`src/rtl/uart_ctrl_regfile_if.sv`:
```
// Register-bus interface for uart_ctrl_regfile: write/read strobes,
// {channel, offset} address, write data, and registered read return.
interface uart_ctrl_regfile_if #(
  parameter int ADDR_W = 5
) ();
  logic              p_We_i;
  logic              p_Re_i;
  logic [ADDR_W-1:0] Addr_i;
  logic [15:0]       Data_i;
  logic [15:0]       Data_o;
  logic              p_RdValid_o;

  modport master (
    output p_We_i, p_Re_i, Addr_i, Data_i,
    input  Data_o, p_RdValid_o
  );

  modport slave (
    input  p_We_i, p_Re_i, Addr_i, Data_i,
    output Data_o, p_RdValid_o
  );
endinterface

```
`src/rtl/uart_ctrl_regfile.sv`:
```
// Multi-channel UART configuration/status register file.
// Frame-shaping registers (ModeCtrl, BaudRateGen, BitCompensate) are written
// into a shadow copy and promoted to the active copy only while the channel
// is idle, so a frame in flight never sees its configuration change.
// Interrupt and trigger registers act immediately.
module uart_ctrl_regfile #(
  parameter int          NCH               = 2,
  parameter int          CH_W              = 1,
  parameter logic [15:0] DEFAULT_PERIOD    = 16'd20,
  parameter logic [3:0]  DEFAULT_UP_TIME   = 4'd10,
  parameter logic [3:0]  DEFAULT_DOWN_TIME = 4'd5
) (
  input  logic                 clk,
  input  logic                 rst,
  uart_ctrl_regfile_if.slave   bus,
  input  logic [NCH-1:0]       p_Busy_i,
  input  logic [16*NCH-1:0]    IntEvent_i,
  input  logic [16*NCH-1:0]    UartState_i,
  output logic [8*NCH-1:0]     ModeCtrl_o,
  output logic [16*NCH-1:0]    BaudRateGen_o,
  output logic [8*NCH-1:0]     BitCompensate_o,
  output logic [5*NCH-1:0]     AcqNumPerBit_o,
  output logic [16*NCH-1:0]    RxTrig_o,
  output logic [16*NCH-1:0]    TxTrig_o,
  output logic [NCH-1:0]       p_ParityEnable_o,
  output logic [NCH-1:0]       p_BigEnd_o,
  output logic [NCH-1:0]       ParityMethod_o,
  output logic [NCH-1:0]       p_Irq_o
);

  localparam logic [7:0] MODE_RST = 8'b0100_0001;
  localparam logic [4:0] ACQ_RST  = {1'b0, DEFAULT_UP_TIME} + {1'b0, DEFAULT_DOWN_TIME};

  localparam logic [3:0] OFF_MODE   = 4'd0;
  localparam logic [3:0] OFF_BAUD   = 4'd1;
  localparam logic [3:0] OFF_COMP   = 4'd2;
  localparam logic [3:0] OFF_INTEN  = 4'd3;
  localparam logic [3:0] OFF_INTMSK = 4'd4;
  localparam logic [3:0] OFF_INTST  = 4'd5;
  localparam logic [3:0] OFF_RXTRIG = 4'd6;
  localparam logic [3:0] OFF_TXTRIG = 4'd7;
  localparam logic [3:0] OFF_STATE  = 4'd8;

  logic [CH_W-1:0]     chSel;
  logic [3:0]          offSel;
  logic                chValid;
  logic                compWrOk;
  logic [16*NCH-1:0]   chanRd;
  logic [15:0]         rdMux;

  assign chSel  = bus.Addr_i[CH_W+3:4];
  assign offSel = bus.Addr_i[3:0];

  // A BitCompensate write with a zero nibble sum would give zero samples per bit.
  assign compWrOk = ({1'b0, bus.Data_i[7:4]} + {1'b0, bus.Data_i[3:0]}) != 5'd0;

  // Channel codes beyond NCH exist only when the select field is not fully used.
  generate
    if ((1 << CH_W) > NCH) begin : genChRange
      assign chValid = chSel < CH_W'(NCH);
    end else begin : genChAll
      assign chValid = 1'b1;
    end
  endgenerate

  generate
    for (genvar c = 0; c < NCH; c++) begin : genChan
      logic        wrThis;
      logic        shadowWr;
      logic        applyNow;
      logic        pend;
      logic [7:0]  modeSh, modeAct;
      logic [15:0] baudSh, baudAct;
      logic [7:0]  compSh, compAct;
      logic [4:0]  acq;
      logic [15:0] intEn, intMask, intState, rxTrig, txTrig;
      logic [15:0] w1cMask;
      logic        irq;
      logic [15:0] rdVal;
      logic        unusedState;

      assign wrThis   = bus.p_We_i && chValid && (chSel == CH_W'(c));
      assign shadowWr = wrThis && ((offSel == OFF_MODE) || (offSel == OFF_BAUD) ||
                                   ((offSel == OFF_COMP) && compWrOk));
      assign applyNow = pend && !p_Busy_i[c];
      assign w1cMask  = (wrThis && (offSel == OFF_INTST)) ? bus.Data_i : 16'h0000;
      assign unusedState = UartState_i[16*c+15];

      // Shadow capture, idle-time promotion to the active copy, pending flag.
      always_ff @(posedge clk or negedge rst) begin
        if (!rst) begin
          modeSh  <= MODE_RST;
          modeAct <= MODE_RST;
          baudSh  <= DEFAULT_PERIOD;
          baudAct <= DEFAULT_PERIOD;
          compSh  <= {DEFAULT_UP_TIME, DEFAULT_DOWN_TIME};
          compAct <= {DEFAULT_UP_TIME, DEFAULT_DOWN_TIME};
          acq     <= ACQ_RST;
          pend    <= 1'b0;
        end else begin
          if (applyNow) begin
            modeAct <= modeSh;
            baudAct <= baudSh;
            compAct <= compSh;
            acq     <= {1'b0, compSh[7:4]} + {1'b0, compSh[3:0]};
          end
          if (wrThis && (offSel == OFF_MODE)) modeSh <= bus.Data_i[7:0];
          if (wrThis && (offSel == OFF_BAUD)) baudSh <= bus.Data_i;
          if (wrThis && (offSel == OFF_COMP) && compWrOk) compSh <= bus.Data_i[7:0];
          // A write landing on the apply edge keeps pending so it is promoted next.
          if (shadowWr)      pend <= 1'b1;
          else if (applyNow) pend <= 1'b0;
        end
      end

      // Unshadowed control registers, effective on the edge after the write.
      always_ff @(posedge clk or negedge rst) begin
        if (!rst) begin
          intEn   <= 16'h0000;
          intMask <= 16'hFFFF;
          rxTrig  <= 16'd8;
          txTrig  <= 16'd8;
        end else if (wrThis) begin
          if (offSel == OFF_INTEN)  intEn   <= bus.Data_i;
          if (offSel == OFF_INTMSK) intMask <= bus.Data_i;
          if (offSel == OFF_RXTRIG) rxTrig  <= bus.Data_i;
          if (offSel == OFF_TXTRIG) txTrig  <= bus.Data_i;
        end
      end

      // Sticky interrupt status; a new event beats a simultaneous clear.
      always_ff @(posedge clk or negedge rst) begin
        if (!rst) intState <= 16'h0000;
        else      intState <= (intState & ~w1cMask) | IntEvent_i[16*c +: 16];
      end

      // Registered interrupt request from enabled, unmasked status bits.
      always_ff @(posedge clk or negedge rst) begin
        if (!rst) irq <= 1'b0;
        else      irq <= |(intState & intEn & ~intMask);
      end

      // Per-channel read value; offset 8 reports pending in bit 15.
      always_comb begin
        rdVal = 16'h0000;
        case (offSel)
          OFF_MODE:   rdVal = {8'h00, modeSh};
          OFF_BAUD:   rdVal = baudSh;
          OFF_COMP:   rdVal = {8'h00, compSh};
          OFF_INTEN:  rdVal = intEn;
          OFF_INTMSK: rdVal = intMask;
          OFF_INTST:  rdVal = intState;
          OFF_RXTRIG: rdVal = rxTrig;
          OFF_TXTRIG: rdVal = txTrig;
          OFF_STATE:  rdVal = {pend, UartState_i[16*c +: 15]};
          default:    rdVal = 16'h0000;
        endcase
      end

      assign chanRd[16*c +: 16]          = rdVal;
      assign ModeCtrl_o[8*c +: 8]        = modeAct;
      assign BaudRateGen_o[16*c +: 16]   = baudAct;
      assign BitCompensate_o[8*c +: 8]   = compAct;
      assign AcqNumPerBit_o[5*c +: 5]    = acq;
      assign RxTrig_o[16*c +: 16]        = rxTrig;
      assign TxTrig_o[16*c +: 16]        = txTrig;
      assign p_ParityEnable_o[c]         = modeAct[6];
      assign p_BigEnd_o[c]               = modeAct[7];
      assign ParityMethod_o[c]           = modeAct[5];
      assign p_Irq_o[c]                  = irq;
    end
  endgenerate

  // Channel select for the read path; unknown channels read as zero.
  always_comb begin
    rdMux = 16'h0000;
    for (int c = 0; c < NCH; c++) begin
      if (chValid && (chSel == CH_W'(c))) rdMux = chanRd[16*c +: 16];
    end
  end

  // One-cycle read return; Data_o holds between reads.
  always_ff @(posedge clk or negedge rst) begin
    if (!rst) begin
      bus.Data_o      <= 16'h0000;
      bus.p_RdValid_o <= 1'b0;
    end else if (bus.p_Re_i) begin
      bus.Data_o      <= rdMux;
      bus.p_RdValid_o <= 1'b1;
    end else begin
      bus.p_RdValid_o <= 1'b0;
    end
  end

endmodule

```
`src/flat_wrapper.sv`:
```
// flat-port wrapper written by rule: the top's interface ports become plain ports
module uart_ctrl_regfile_flat 
#(
  parameter int          NCH               = 2,
  parameter int          CH_W              = 1,
  parameter logic [15:0] DEFAULT_PERIOD    = 16'd20,
  parameter logic [3:0]  DEFAULT_UP_TIME   = 4'd10,
  parameter logic [3:0]  DEFAULT_DOWN_TIME = 4'd5
)
  (clk, rst, p_Busy_i, IntEvent_i, UartState_i, ModeCtrl_o, BaudRateGen_o, BitCompensate_o, AcqNumPerBit_o, RxTrig_o, TxTrig_o, p_ParityEnable_o, p_BigEnd_o, ParityMethod_o, p_Irq_o, bus_p_We_i, bus_p_Re_i, bus_Addr_i, bus_Data_i, bus_Data_o, bus_p_RdValid_o);
  uart_ctrl_regfile_if #(.ADDR_W(5)) bus_i ();
  input  logic clk;
  input  logic rst;
  input  logic [NCH-1:0] p_Busy_i;
  input  logic [16*NCH-1:0] IntEvent_i;
  input  logic [16*NCH-1:0] UartState_i;
  output logic [8*NCH-1:0] ModeCtrl_o;
  output logic [16*NCH-1:0] BaudRateGen_o;
  output logic [8*NCH-1:0] BitCompensate_o;
  output logic [5*NCH-1:0] AcqNumPerBit_o;
  output logic [16*NCH-1:0] RxTrig_o;
  output logic [16*NCH-1:0] TxTrig_o;
  output logic [NCH-1:0] p_ParityEnable_o;
  output logic [NCH-1:0] p_BigEnd_o;
  output logic [NCH-1:0] ParityMethod_o;
  output logic [NCH-1:0] p_Irq_o;
  input wire logic [$bits(bus_i.p_We_i)-1:0] bus_p_We_i;
  input wire logic [$bits(bus_i.p_Re_i)-1:0] bus_p_Re_i;
  input wire logic [$bits(bus_i.Addr_i)-1:0] bus_Addr_i;
  input wire logic [$bits(bus_i.Data_i)-1:0] bus_Data_i;
  output wire logic [$bits(bus_i.Data_o)-1:0] bus_Data_o;
  output wire logic [$bits(bus_i.p_RdValid_o)-1:0] bus_p_RdValid_o;
  assign bus_i.p_We_i = bus_p_We_i;
  assign bus_i.p_Re_i = bus_p_Re_i;
  assign bus_i.Addr_i = bus_Addr_i;
  assign bus_i.Data_i = bus_Data_i;
  assign bus_Data_o = bus_i.Data_o;
  assign bus_p_RdValid_o = bus_i.p_RdValid_o;
  uart_ctrl_regfile #(.NCH(NCH), .CH_W(CH_W), .DEFAULT_PERIOD(DEFAULT_PERIOD), .DEFAULT_UP_TIME(DEFAULT_UP_TIME), .DEFAULT_DOWN_TIME(DEFAULT_DOWN_TIME)) u_core (.clk(clk), .rst(rst), .bus(bus_i), .p_Busy_i(p_Busy_i), .IntEvent_i(IntEvent_i), .UartState_i(UartState_i), .ModeCtrl_o(ModeCtrl_o), .BaudRateGen_o(BaudRateGen_o), .BitCompensate_o(BitCompensate_o), .AcqNumPerBit_o(AcqNumPerBit_o), .RxTrig_o(RxTrig_o), .TxTrig_o(TxTrig_o), .p_ParityEnable_o(p_ParityEnable_o), .p_BigEnd_o(p_BigEnd_o), .ParityMethod_o(ParityMethod_o), .p_Irq_o(p_Irq_o));
endmodule
```
`config.mk`:
```
export PLATFORM = sky130hd
export DESIGN_NAME = uart_ctrl_regfile_flat
export DESIGN_NICKNAME = d
export VERILOG_FILES = /design/src/rtl/uart_ctrl_regfile_if.sv /design/src/rtl/uart_ctrl_regfile.sv /design/src/flat_wrapper.sv
export SDC_FILE = /design/constraint.sdc
export NUM_CORES = 1
export LEC_CHECK = 0
export CAP_MARGIN = 20
export CELL_PAD_IN_SITES_DETAIL_PLACEMENT = 1
export CELL_PAD_IN_SITES_GLOBAL_PLACEMENT = 1
export CORE_MARGIN = 2
export CORE_UTILIZATION = 47
export DETAILED_ROUTE_END_ITERATION = 16
export PLACE_DENSITY_LB_ADDON = 0.1
export SLEW_MARGIN = 5
export SYNTH_ARGS = -nofsm -noshare
export SYNTH_HDL_FRONTEND = slang
export SYNTH_SLANG_ARGS = --single-unit
```
`constraint.sdc`:
```
create_clock -name clk -period 3.76 [get_ports clk]
set_input_delay 0.752 -clock clk [delete_from_list [all_inputs] [get_ports clk]]
set_output_delay 0.752 -clock clk [all_outputs]
set_load 0.01 [all_outputs]
```
Word-level counts from Yosys, hierarchy flattened
Index checks and enable logic that the tools add are counted.
- div/mod/pow operators: 0
- add/subtract/negate cells: 3
- multipliers: 0
- order comparisons: 0
- equality and inequality tests: 8
- reductions and logical operators: 35
- mux-type cells: 10
- shifts and indexed selects: 0
- bitwise logic cells: 13
- operators by type and width (operator ; number):
    $pmux 16 s9 ; 2
    $and 16x16->16 ; 6
    $not 16->16 ; 4
    $mux 16 ; 3
    $or 16x16->16 ; 2
    $reduce_or 16->1 ; 2
    $logic_and 1x1->1 ; 17
    $eq 4x3->1 const B ; 4
    $reduce_and 2->1 ; 8
    $add 4x4->5 ; 3
    $eq 4x2->1 const B ; 2
    $mux 1 ; 5
    $reduce_bool 5->1 ; 1
    $eq 4x1->1 const B ; 1
    $eq 4x4->1 const B ; 1
    $logic_not 4->1 ; 1
    $reduce_bool 2->1 ; 2
    $logic_not 1->1 ; 2
    $logic_or 1x1->1 ; 2
    $not 1->1 ; 1
- flip-flop bits (word level): 319
- memories kept: 0
- ROM bits: 0
- bits in latches: 0
- logic and storage cells: 99
- output and inout port bits: 163
- bits of input ports: 91
- memory bits (writable): 0

Longest topological paths before layout
Gate-level depths: netlist of the first run.
- word-level depth: 7
- depth in mapped cells: 8

Worst setup path after synthesis of the first run
OpenSTA, ideal clock, no wires.
- path kind: input port to flip-flop
- start: input bus_Data_i[0]
- end: register u_core.genChan[1].compSh[1]
- setup slack: 933 ps
- path buffers: 0
- stages: 6
- arrival: 2703 ps
- library setup time: 125 ps
- data required time: 3635 ps
- cell sequence: ha_1 > fa_1 > or4_1 > o311a_1 > nand3_2 > mux2_2
- word-level cells in the longest chain between the ends: 3
- RTL lines (element ; RTL line ; source):
    start, declared ; flat_wrapper.sv:30 ; input wire logic [$bits(bus_i.Data_i)-1:0] bus_Data_i;
    $add 4x4->5 ; uart_ctrl_regfile.sv:55 ; assign compWrOk = ({1'b0, bus.Data_i[7:4]} + {1'b0, bus.Data_i[3:0]}) != 5'd0;
    $reduce_bool 5->1 ; uart_ctrl_regfile.sv:55 ;
    $logic_and 1x1->1 ; uart_ctrl_regfile.sv:109 ; if (wrThis && (offSel == OFF_COMP) && compWrOk) compSh <= bus.Data_i[7:0];
    end signal, assigned ; uart_ctrl_regfile.sv:96 ; compSh <= {DEFAULT_UP_TIME, DEFAULT_DOWN_TIME};
    end signal, assigned ; uart_ctrl_regfile.sv:109 ;
    end, declared ; uart_ctrl_regfile.sv:74 ; logic [7:0] compSh, compAct;
Every way passes these cells.
A chain may end at the register's enable or synchronous reset.

Worst setup path after layout of the first run
- start: input bus_Data_i[0]
- end: register u_core.genChan[1].compSh[4]
Same word-level chain as after synthesis.

==> out/metrics.yaml, run 1 <==
run_status:
  status: "finished clean"
die:
  ios: 254
  start_util: 0.479
  core-area_um2: 31600
  num_rows: 65
  die_area_um2: 33700
  die_h_um: 184
  fp.dieW_um: 184
clock_network:
  numCtsBuffers: 36
  post-cts-setup-buffers: 0
  cts_resized: 0
  htree_num_levels: 2
  clock_latency_ps: 510
  cts.sinks: 319
  hold_buffers: 0
  path_clk_slew_ps: 60
  cts_tree: "built"
  root_buffer: "clkbuf_16"
  cts_buffer_depth: 3
synthesis:
  synth_nets: 1283
  synth_edf_count: 0
  synth-seq-cells: 319
  syn_area_per_cell_um2: 12.9
  syn_inst: 1177
  ys.warnings.count: 0
  synthArstFlopShare: 1.00
  synth_top_flop_cell: "dfrtp_1"
  ys_seq_area_frac: 0.533
  synthDistinctLibCells: 69
  syn-cell-area_um2: 15100
critical_path:
  crit_slowest_cell: "clkdlybuf4s50_1"
  crit_chain: "clkdlybuf4s50_1 -> ha_1 -> fa_1 -> or4_1 -> o311a_1 -> nand3_2 -> mux2_2"
  cp_slowest_stage_delay_ps: 600
  rr_endpoint: "u_core.bus.Data_o[12]"
  reg2reg_from: "u_core.genChan[0].intState[12]"
  path_class: "input port to flip-flop"
  reg2reg_depth: 5
  cp-start-kind: "input port"
  r2r_setup_slack_ps: 1970
  critPathArrivalTime_ps: 3560
  end_kind: "flip-flop"
  critPathRequiredTime_ps: 4140
  cp_max_fo: 8
finish:
  area_growth_pct: 27.9
  final_cell_mix: "247 x clkdlybuf4s50_1, 246 x mux2_2, 243 x dfrtp_1, 76 x dfstp_2, 74 x nand2_1"
  finalNonFillerCells: 1856
  design_area_um2: 19400
  num-nets-final: 1533
  drive_above_1_share: 0.325
  nFillCells: 3109
  layout_commonest_cell: "clkdlybuf4s50_1"
power:
  seqPwrFrac: 0.430
  p_switching_uw: 3080
  pwr-share-clk: 0.339
  power.density_nw_per_um2: 577
  peakVddDrop_mv: 0.424
  swShare: 0.275
  comb_power_share: 0.231
  leakagePower_uw: 0.00818
  p_int_uw: 8100
sta:
  skew_ps: 15.4
  fin_crit_sh: 0.846
  worst_pin_slew_ps: 1050
  period_needed_ps: 3180
  slew_violations: 0
  fin_setup_tns_ps: 0
  max_freq_mhz: 315
  hold_viol: 0
  relSlewSlack: 0.299
  rsz0062_at_grt: "false"
  setup_viol: 0
route:
  vias: 11460
  vias_per_cell: 6.17
  dr.pass1.iters: 5
  drtIter0Drc: 932
  wirelength_mm: 52.3
  wl_per_cell_um: 28.2
  drc: 0
  ant_nets: 0
place:
  dpl.cell_count: 1791
  dp_hpwl_mm: 36.9
  dpl-instance-area_um2: 18100
  io_buffers: 251
  gp_congestion: 0.875
grt:
  grt_pass1_wl_mm: 79.1
  grt_max_degree: 89
  grt-ovfl-total: 0
  grt_pass1_vias: 12443
  antenna_found_initial: 3
  grt_usage: 0.316
run:
  maxCapViolations: 0
min_path:
  hold_path_class: "input port to asynchronous set/reset pin"
synth_stat cells, types with 4 or more instances:
| library cell | count | share of area |
|---|---|---|
| mux2_2 | 246 | 0.18 |
| nand2_1 | 74 | 0.018 |
| inv_1 | 14 | 0.0035 |
| a21o_1 | 36 | 0.018 |
| clkbuf_1 | 38 | 0.0094 |
| nand4_1 | 8 | 0.0033 |
| a2111oi_0 | 6 | 0.0035 |
| mux4_2 | 6 | 0.0089 |
| and2_1 | 6 | 0.0025 |
| dfstp_2 | 76 | 0.13 |
| nor2b_1 | 21 | 0.0087 |
| nand3b_1 | 33 | 0.016 |
| o2bb2ai_1 | 4 | 0.0023 |
| o21ai_0 | 23 | 0.0076 |
| nor2_2 | 4 | 0.0017 |
| xor2_1 | 4 | 0.0023 |
| nand2_2 | 4 | 0.0017 |
| a21oi_1 | 27 | 0.0089 |
| mux2i_1 | 40 | 0.026 |
| o32ai_1 | 5 | 0.0029 |
| nor3_1 | 6 | 0.0020 |
| a221oi_1 | 12 | 0.0069 |
| and3_1 | 4 | 0.0017 |
| ha_1 | 12 | 0.0099 |
| mux2_4 | 9 | 0.0089 |
| a22oi_1 | 30 | 0.015 |
| o22ai_1 | 11 | 0.0045 |
| a22o_1 | 11 | 0.0064 |
| a2bb2oi_1 | 5 | 0.0029 |
| nor2_1 | 22 | 0.0055 |
| dfrtp_1 | 243 | 0.40 |
| nand2b_1 | 9 | 0.0037 |
| nand3_1 | 5 | 0.0017 |
| buf_2 | 23 | 0.0076 |
| o211ai_1 | 7 | 0.0035 |
| a211oi_1 | 13 | 0.0064 |
| buf_6 | 7 | 0.0052 |
| buf_4 | 20 | 0.0099 |
flip-flops by register name (all words and copies together) (netlist names):
signal,flops
u_core.genChan.baudAct,32
u_core.genChan.baudSh,32
u_core.genChan.intEn,32
u_core.genChan.intMask,32
u_core.genChan.intState,32
u_core.genChan.rxTrig,32
u_core.genChan.txTrig,32
u_core.bus.Data_o,16
u_core.genChan.compAct,16
u_core.genChan.compSh,16
u_core.genChan.modeAct,16
u_core.genChan.modeSh,16
u_core.genChan.acq,10
u_core.genChan.irq,2
u_core.genChan.pend,2
u_core.bus.p_RdValid_o,1
area by class of cell:
| cell class | count | area, um2 | area share |
|---|---|---|---|
| sequential | 319 | 8080 | 0.417 |
| antenna | 1 | 2.50 | 0.000129 |
| timing repair buffer | 301 | 2930 | 0.151 |
| clock inverter | 10 | 203 | 0.0105 |
| multi-input combinational | 754 | 6530 | 0.337 |
| tap | 402 | 503 | 0.0260 |
| inverter | 15 | 56.3 | 0.00291 |
| clock buffer | 54 | 1070 | 0.0552 |
critical path, delay by kind of cell:
family                     cells  cell delay, ps
AOI/OAI and AO/OA              1             410
adders and majority gates      2             710
buffers and inverters          1             600
muxes                          1             380
and+or+nand+nor                2             700
per-layer routing:
metal,share of wire,vias up,track usage
li1,-,4841,-
met1,0.42,6015,0.428
met2,0.48,511,0.517
met3,0.073,91,0.0525
met4,0.031,2,0.108
met5,0.00025,-,0
through the flow:
| stage | util | setup WS (ps) | power (uW) | hold WS, ps |
|---|---|---|---|---|
| after floorplan | - | 933 | 5920 | 456 |
| after global placement | 0.572 | 159 | 7310 | 468 |
| after detailed placement | 0.572 | 126 | 7420 | 480 |
| after CTS | 0.612 | 585 | 11200 | 263 |
| after global routing | 0.612 | 509 | 11600 | 288 |
| final | 0.612 | 581 | 11200 | 253 |
cell families (layout without fill, tap and decap cells):
logic type	after synthesis	count (layout)	share of synthesized area
fa+ha+maj	15	15	0.0139
simple gates	221	221	0.0844
xor+xnor	4	4	0.00231
other cells	0	1	0
buf+inv	104	380	0.0361
compound gates	210	210	0.101
mux	304	304	0.229
flops	319	319	0.533
power groups by stage:
stage                     sequential (uW)  clock (uW)  combinational (uW)
final                                4810        3790                2580
after global routing                 4880        3990                2760
after CTS                            4800        3840                2600
after detailed placement             4850           0                2570
after global placement               4810           0                2500
after floorplan                      4820           0                1090
worst max-delay path by stage:
| stage | start | endpoint | slack (ps) |
|---|---|---|---|
| 2_1_floorplan | bus_Data_i[0] | u_core.genChan[1].compSh[1] | 930 |
| 6_report | bus_Data_i[0] | u_core.genChan[1].compSh[4] | 580 |
| 3_3_place_gp | bus_Data_i[0] | u_core.genChan[1].compSh[4] | 160 |
| 4_1_cts | bus_Data_i[0] | u_core.genChan[1].compSh[4] | 580 |
| 5_1_grt | bus_Data_i[0] | u_core.genChan[1].compSh[4] | 510 |
| 3_5_place_dp | bus_Data_i[0] | u_core.genChan[1].compSh[4] | 130 |
(Power assumes the default switching activity.)
==> run 2, diff against run 1 <==
--- a/config.mk
+++ b/config.mk
@@ -9,7 +9,7 @@
 export CELL_PAD_IN_SITES_DETAIL_PLACEMENT = 1
 export CELL_PAD_IN_SITES_GLOBAL_PLACEMENT = 1
 export CORE_MARGIN = 2
-export CORE_UTILIZATION = 47
+export CORE_UTILIZATION = 39
 export DETAILED_ROUTE_END_ITERATION = 16
 export PLACE_DENSITY_LB_ADDON = 0.1
 export SLEW_MARGIN = 5
==> constraint.sdc (replaced) <==
create_clock -name clk -period 2.8 [get_ports clk]
set_input_delay 0.56 -clock clk [delete_from_list [all_inputs] [get_ports clk]]
set_output_delay 0.56 -clock clk [all_outputs]
set_load 0.01 [all_outputs]
==> run 2 against run 1 <==
The flow now finishes with violations (negative hold slack). First-iteration DRC count is 23% lower. Design area is 3.5% higher. Wire length is 4.0% higher. Power is 34% higher. Worst hold slack worse by 280 ps. Via count is 0.76% lower. Global-route usage is 4.7 points lower. Setup slack worse by 480 ps.
==> out/metrics.yaml, run 2 (synthesis results as in run 1) <==
run_status:
  status: "finished with violations"
  violations: "negative hold slack"
critical_path:
  crit_slowest_cell: "clkdlybuf4s50_1"
  reg2reg_from: "u_core.genChan[1].intMask[8]"
  r2r_setup_slack_ps: 930  # -1040 ps
  crit_family: "simple AND/OR/NAND/NOR gates"
  cp_slowest_stage_delay_ps: 530  # -70 ps
  worst-path-buf-inv: 1  # unchanged
  path_class: "input port to flip-flop"
  cp_max_fo: 8  # unchanged
  startpoint: "bus_Data_i[4]"
  worstSetupEndpoint: "u_core.genChan[1].compSh[1]"
  reg2reg_depth: 3  # -2
  crit_chain: "clkdlybuf4s50_1 -> ha_1 -> fa_1 -> or4_1 -> o311a_4 -> nand3_4 -> mux2_2"
  cp-start-kind: "input port"
  critPathArrivalTime_ps: 3120  # -440 ps
  cp_num_cells: 7  # unchanged
  rr_endpoint: "u_core.genChan[1].irq"
  critPathRequiredTime_ps: 3210  # -930 ps
  end_kind: "flip-flop"
finish:
  final_cell_mix: "246 x mux2_2, 246 x clkdlybuf4s50_1, 243 x dfrtp_1, 76 x dfstp_2, 74 x nand2_1"
  drive_above_1_share: 0.344  # +0.0189
  num-nets-final: 1577  # +2.9%
  diodes: 0  # -1
  area_growth_pct: 32.4
  finalNonFillerCells: 2019  # +8.8%
clock_network:
  cts_resized: 4  # +4
  root_buffer: "clkbuf_16"
  htree_num_levels: 2  # unchanged
  numCtsBuffers: 39  # +8.3%
  cts_tree: "built"
  cts.sinks: 319  # unchanged
  post-cts-setup-buffers: 0  # unchanged
  cts_buffer_depth: 3  # unchanged
  path_clk_slew_ps: 50  # about the same
  hold_buffers: 0  # unchanged
  clock_latency_ps: 550  # +40 ps
sta:
  fin_ws_ps: 96.8  # -484 ps
  max_freq_mhz: 370
  fin_crit_sh: 0.965
  setup_viol: 0  # unchanged
  relSlewSlack: 0.492  # +0.192
  skew_ps: 20.1  # +4.66 ps
  worst_pin_slew_ps: 760  # -291 ps
  period_needed_ps: 2700
  hold_viol: 6  # +6
  slew_violations: 0  # unchanged
  holdWs_ps: -24.5  # -277 ps
  rsz0062_at_grt: "false"
  fin_setup_tns_ps: 0  # unchanged
route:
  wl_per_cell_um: 27.0  # -4.4%
  vias_per_cell: 5.63  # -8.8%
  drtIter0Drc: 715  # -23%
  ant_nets: 0  # unchanged
  dr.pass1.iters: 5  # unchanged
  drc: 0  # unchanged
  wirelength_mm: 54.4  # +4.0%
  vias: 11373  # -0.76%
die:
  core-area_um2: 38500  # +22%
  num_rows: 72  # +11%
  fp.dieW_um: 201  # +9.6%
  start_util: 0.394  # -0.0850
  ios: 254  # unchanged
  die_h_um: 201  # +9.6%
  die_area_um2: 40400  # +20%
place:
  gp_congestion: 0.875  # about the same
  dp_hpwl_mm: 40.0  # +8.4%
  dpl.cell_count: 1948  # +8.8%
  io_buffers: 251  # unchanged
  post-place-ws_ps: -653  # -780 ps
power:
  power.density_nw_per_um2: 746  # +29%
  leakagePower_uw: 0.00847  # +3.6%
  p_total_uw: 14900  # +34%
  peakVddDrop_mv: 0.427  # +0.73%
grt:
  antenna_found_initial: 1  # -2
  grt_max_degree: 71  # -20%
  grt_pass1_wl_mm: 80.5  # +1.9%
  grt-ovfl-total: 0  # unchanged
  grt_pass1_vias: 12162  # -2.3%
  grt_usage: 0.269  # -0.0471
run:
  maxCapViolations: 0  # unchanged
min_path:
  hold_path_class: "input port to asynchronous set/reset pin"
-- run 2: worst min path at each step --
stage                                            start  cells after the start                            end  slack (ps)
after global routing                               rst                      1  u_core.genChan[0].baudAct[13]          20
after detailed placement  u_core.genChan[1].compAct[1]                      2   u_core.genChan[1].compAct[1]         470
after CTS                                          rst                      1  u_core.genChan[0].baudAct[13]          20
final                                              rst                      1  u_core.genChan[0].baudAct[13]         -20
after global placement        u_core.genChan[0].acq[4]                      2       u_core.genChan[0].acq[4]         470
after floorplan                                    rst                      0           u_core.bus.Data_o[0]         260
-- run 2: layer usage --
layer / track usage / up-vias / wire length (um) / share of wire
met3: 0.0471 / 81 / 3360 / 0.062
met2: 0.439 / 397 / 25800 / 0.47
met5: 0 / - / 0 / 0
met1: 0.370 / 5972 / 24000 / 0.44
met4: 0.0717 / 0 / 1310 / 0.024
li1: - / 4923 / - / -
-- run 2: layout make-up --
type | count | area (um2)
multi-input combinational | 754 | 6550
timing repair buffer | 342 | 3460
inverter | 15 | 56.3
tap | 518 | 648
sequential | 319 | 8080
clock inverter | 10 | 118
fill | 3951 | 18400
clock buffer | 61 | 1140
-- run 2: metrics by stage --
step | instance area, um2 | util
global placement | 18800 | 0.488
CTS | 20000 | 0.521
detailed placement | 18800 | 0.488
finish | 20000 | 0.521
floorplan | 15100 | -
global route | 20000 | 0.521
-- run 2: where the power goes --
part / internal [uW] / leakage (uW) / switching (uW)
logic: 2050 / 0.00406 / 1470
clock network: 2990 / 0.000613 / 1990
registers: 5690 / 0.00380 / 759
total: 10700 / 0.00847 / 4220
==> run 3, diff against run 2 <==
--- a/config.mk
+++ b/config.mk
@@ -11,7 +11,7 @@
 export CORE_MARGIN = 2
 export CORE_UTILIZATION = 39
 export DETAILED_ROUTE_END_ITERATION = 16
-export PLACE_DENSITY_LB_ADDON = 0.1
+export PLACE_DENSITY_LB_ADDON = 0.3
 export SLEW_MARGIN = 5
 export SYNTH_ARGS = -nofsm -noshare
 export SYNTH_HDL_FRONTEND = slang
==> run 3 against run 2 <==
The run now ends clean. Clock power increased by 5.2%. Clock skew up 3.5 ps. Worst hold slack improved by 510 ps. Clock-buffer cell count shrank 4. Global-route usage increased by 0.20 points. Die area is the same. Register-to-register slack worse by 40 ps. Critical path depth is 1 lower. Critical path type unchanged.
==> out/metrics.yaml, run 3 (synthesis results as in run 1) <==
run_status:
  status: "finished clean"
route:
  wl_per_cell_um: 27.3  # +1.3%
  vias_per_cell: 5.75  # +2.0%
  dr.pass1.iters: 5  # unchanged
  drc: 0  # unchanged
  wirelength_mm: 54.8  # +0.61%
  drtIter0Drc: 874  # +22%
  vias: 11525  # +1.3%
  ant_nets: 0  # unchanged
critical_path:
  critPathRequiredTime_ps: 3220  # about the same
  startpoint: "bus_Data_i[1]"
  crit_family: "simple AND/OR/NAND/NOR gates"
  end_kind: "flip-flop"
  crit_chain: "clkdlybuf4s50_1 -> fa_1 -> or4_1 -> o311a_4 -> nand3_4 -> mux2_2"
  path_class: "input port to flip-flop"
  cp_slowest_stage_delay_ps: 570  # +40 ps
  reg2reg_depth: 3  # unchanged
  cp-start-kind: "input port"
  worst-path-buf-inv: 1  # unchanged
  cp_max_fo: 8  # unchanged
  r2r_setup_slack_ps: 890  # -40 ps
  critPathArrivalTime_ps: 3110  # about the same
  reg2reg_from: "u_core.genChan[1].intMask[8]"
  crit_slowest_cell: "clkdlybuf4s50_1"
  rr_endpoint: "u_core.genChan[1].irq"
power:
  p_total_uw: 15200  # +1.9%
  leakagePower_uw: 0.00843  # -0.47%
  peakVddDrop_mv: 0.352  # -17%
  power.density_nw_per_um2: 763  # +2.4%
sta:
  hold_viol: 0  # -6
  max_freq_mhz: 371  # +0.37%
  rsz0062_at_grt: "false"
  relSlewSlack: 0.495  # +0.00296
  skew_ps: 23.6  # +3.52 ps
  worst_pin_slew_ps: 758  # -2.06 ps
  period_needed_ps: 2690  # -10.1 ps
  slew_violations: 0  # unchanged
  setup_viol: 0  # unchanged
  fin_crit_sh: 0.962  # -0.00360
finish:
  design_area_um2: 20000  # -0.39%
  final_cell_mix: "246 x mux2_2, 245 x clkdlybuf4s50_1, 243 x dfrtp_1, 76 x dfstp_2, 74 x nand2_1"
  num-nets-final: 1563  # -0.89%
  area_growth_pct: 31.8
  layout_commonest_cell: "mux2_2"
  drive_above_1_share: 0.341  # -0.00282
grt:
  antenna_found_initial: 4  # +3
  grt_usage: 0.271  # +0.00198
  grt-ovfl-total: 0  # unchanged
  grt_max_degree: 76  # +7.0%
  grt_pass1_vias: 12506  # +2.8%
  grt_pass1_wl_mm: 81.7  # +1.4%
run:
  maxCapViolations: 0  # unchanged
clock_network:
  clock_latency_ps: 530  # -20 ps
  post-cts-setup-buffers: 0  # unchanged
  root_buffer: "clkbuf_16"
  path_clk_slew_ps: 60  # about the same
  cts_buffer_depth: 3  # unchanged
  cts_tree: "built"
  htree_num_levels: 2  # unchanged
  cts.sinks: 319  # unchanged
  numCtsBuffers: 38  # -2.6%
die:
  start_util: 0.394  # unchanged
  num_rows: 72  # unchanged
  die_h_um: 201  # unchanged
  ios: 254  # unchanged
  fp.dieW_um: 201  # unchanged
  die_area_um2: 40400  # unchanged
  core-area_um2: 38500  # unchanged
min_path:
  hold_path_class: "flip-flop to flip-flop"
  min_from: "u_core.genChan[1].acq[2]"
  hold_depth: 2
  whs_endpoint: "u_core.genChan[1].acq[2]"
place:
  gp_congestion: 0.901  # +3.0%
  dpl-instance-area_um2: 18600  # -0.89%
  dp_hpwl_mm: 39.7  # -0.76%
  io_buffers: 251  # unchanged
-- run 3: cell count changes in the layout (fill, tap and decap cells not counted), moves of 2 or more --
cell       previous run  this run
clkinv_2              3         7
buf_4                69        60
clkbuf_16            39        41
bufinv_16             2         4
inv_6                 4         0
clkbuf_1             14         9
buf_12               22        17
-- run 3: worst max-delay path by stage --
stage / end / slack (ps) / depth (start not counted)
2_1_floorplan: u_core.genChan[1].compSh[1] / 160 / 6
3_3_place_gp: u_core.genChan[1].compSh[3] / -590 / 7
3_5_place_dp: u_core.genChan[1].compSh[6] / -640 / 7
4_1_cts: u_core.genChan[1].compSh[6] / 30 / 7
5_1_grt: u_core.genChan[1].compSh[3] / 90 / 6
6_report: u_core.genChan[1].compSh[6] / 110 / 6
-- run 3: timing repair --
action,CTS,global route
setup endpoints to repair,16,6
hold buffers,1,0
endpoints found under the hold margin,31,0
gates cloned,0,0
gates resized for setup,4,2
-- run 3: power by group --
part	leakage (uW)	internal [uW]	switching, uW
combinational	0.00398	2040	1490
clock	0.000654	3230	2000
sequential	0.00380	5690	792
-- run 3: layer usage --
| layer | track usage | wire length, um | up-vias |
|---|---|---|---|
| met5 | 0 | 32 | - |
| met4 | 0.0886 | 1700 | 6 |
| met3 | 0.0643 | 4010 | 106 |
| met2 | 0.435 | 25600 | 481 |
| met1 | 0.361 | 23400 | 6035 |
| li1 | - | - | 4897 |
-- run 3: tightest hold or removal path: cells and delay by family (launching register included) --
kind | cells | cell delay [ps]
simple gates | 1 | 40
flops | 1 | 370
compound gates | 1 | 60
-- run 3: cell type report --
cell class	count	area [um2]
clock buffers	57	1160
fillers	3916	18500
repair buffers	329	3300
diodes	1	2.50
flip-flops and latches	319	8080
inverters	15	56.3
clock inverters	13	171
multi-input cells	754	6550
well taps	518	648
-- run 3: through the flow --
stage | TNS [ps] | worst slack [ps] | cells | hold slack [ps] | utilization
global placement | -9550 | -592 | 1934 | 470 | 0.484
floorplan | 0 | 165 | 1177 | 264 | -
finish | 0 | 107 | 2006 | 482 | 0.519
global route | 0 | 93.8 | 2005 | 509 | 0.519
detailed placement | -10390 | -641 | 1934 | 477 | 0.484
CTS | 0 | 31.8 | 2005 | 485 | 0.519
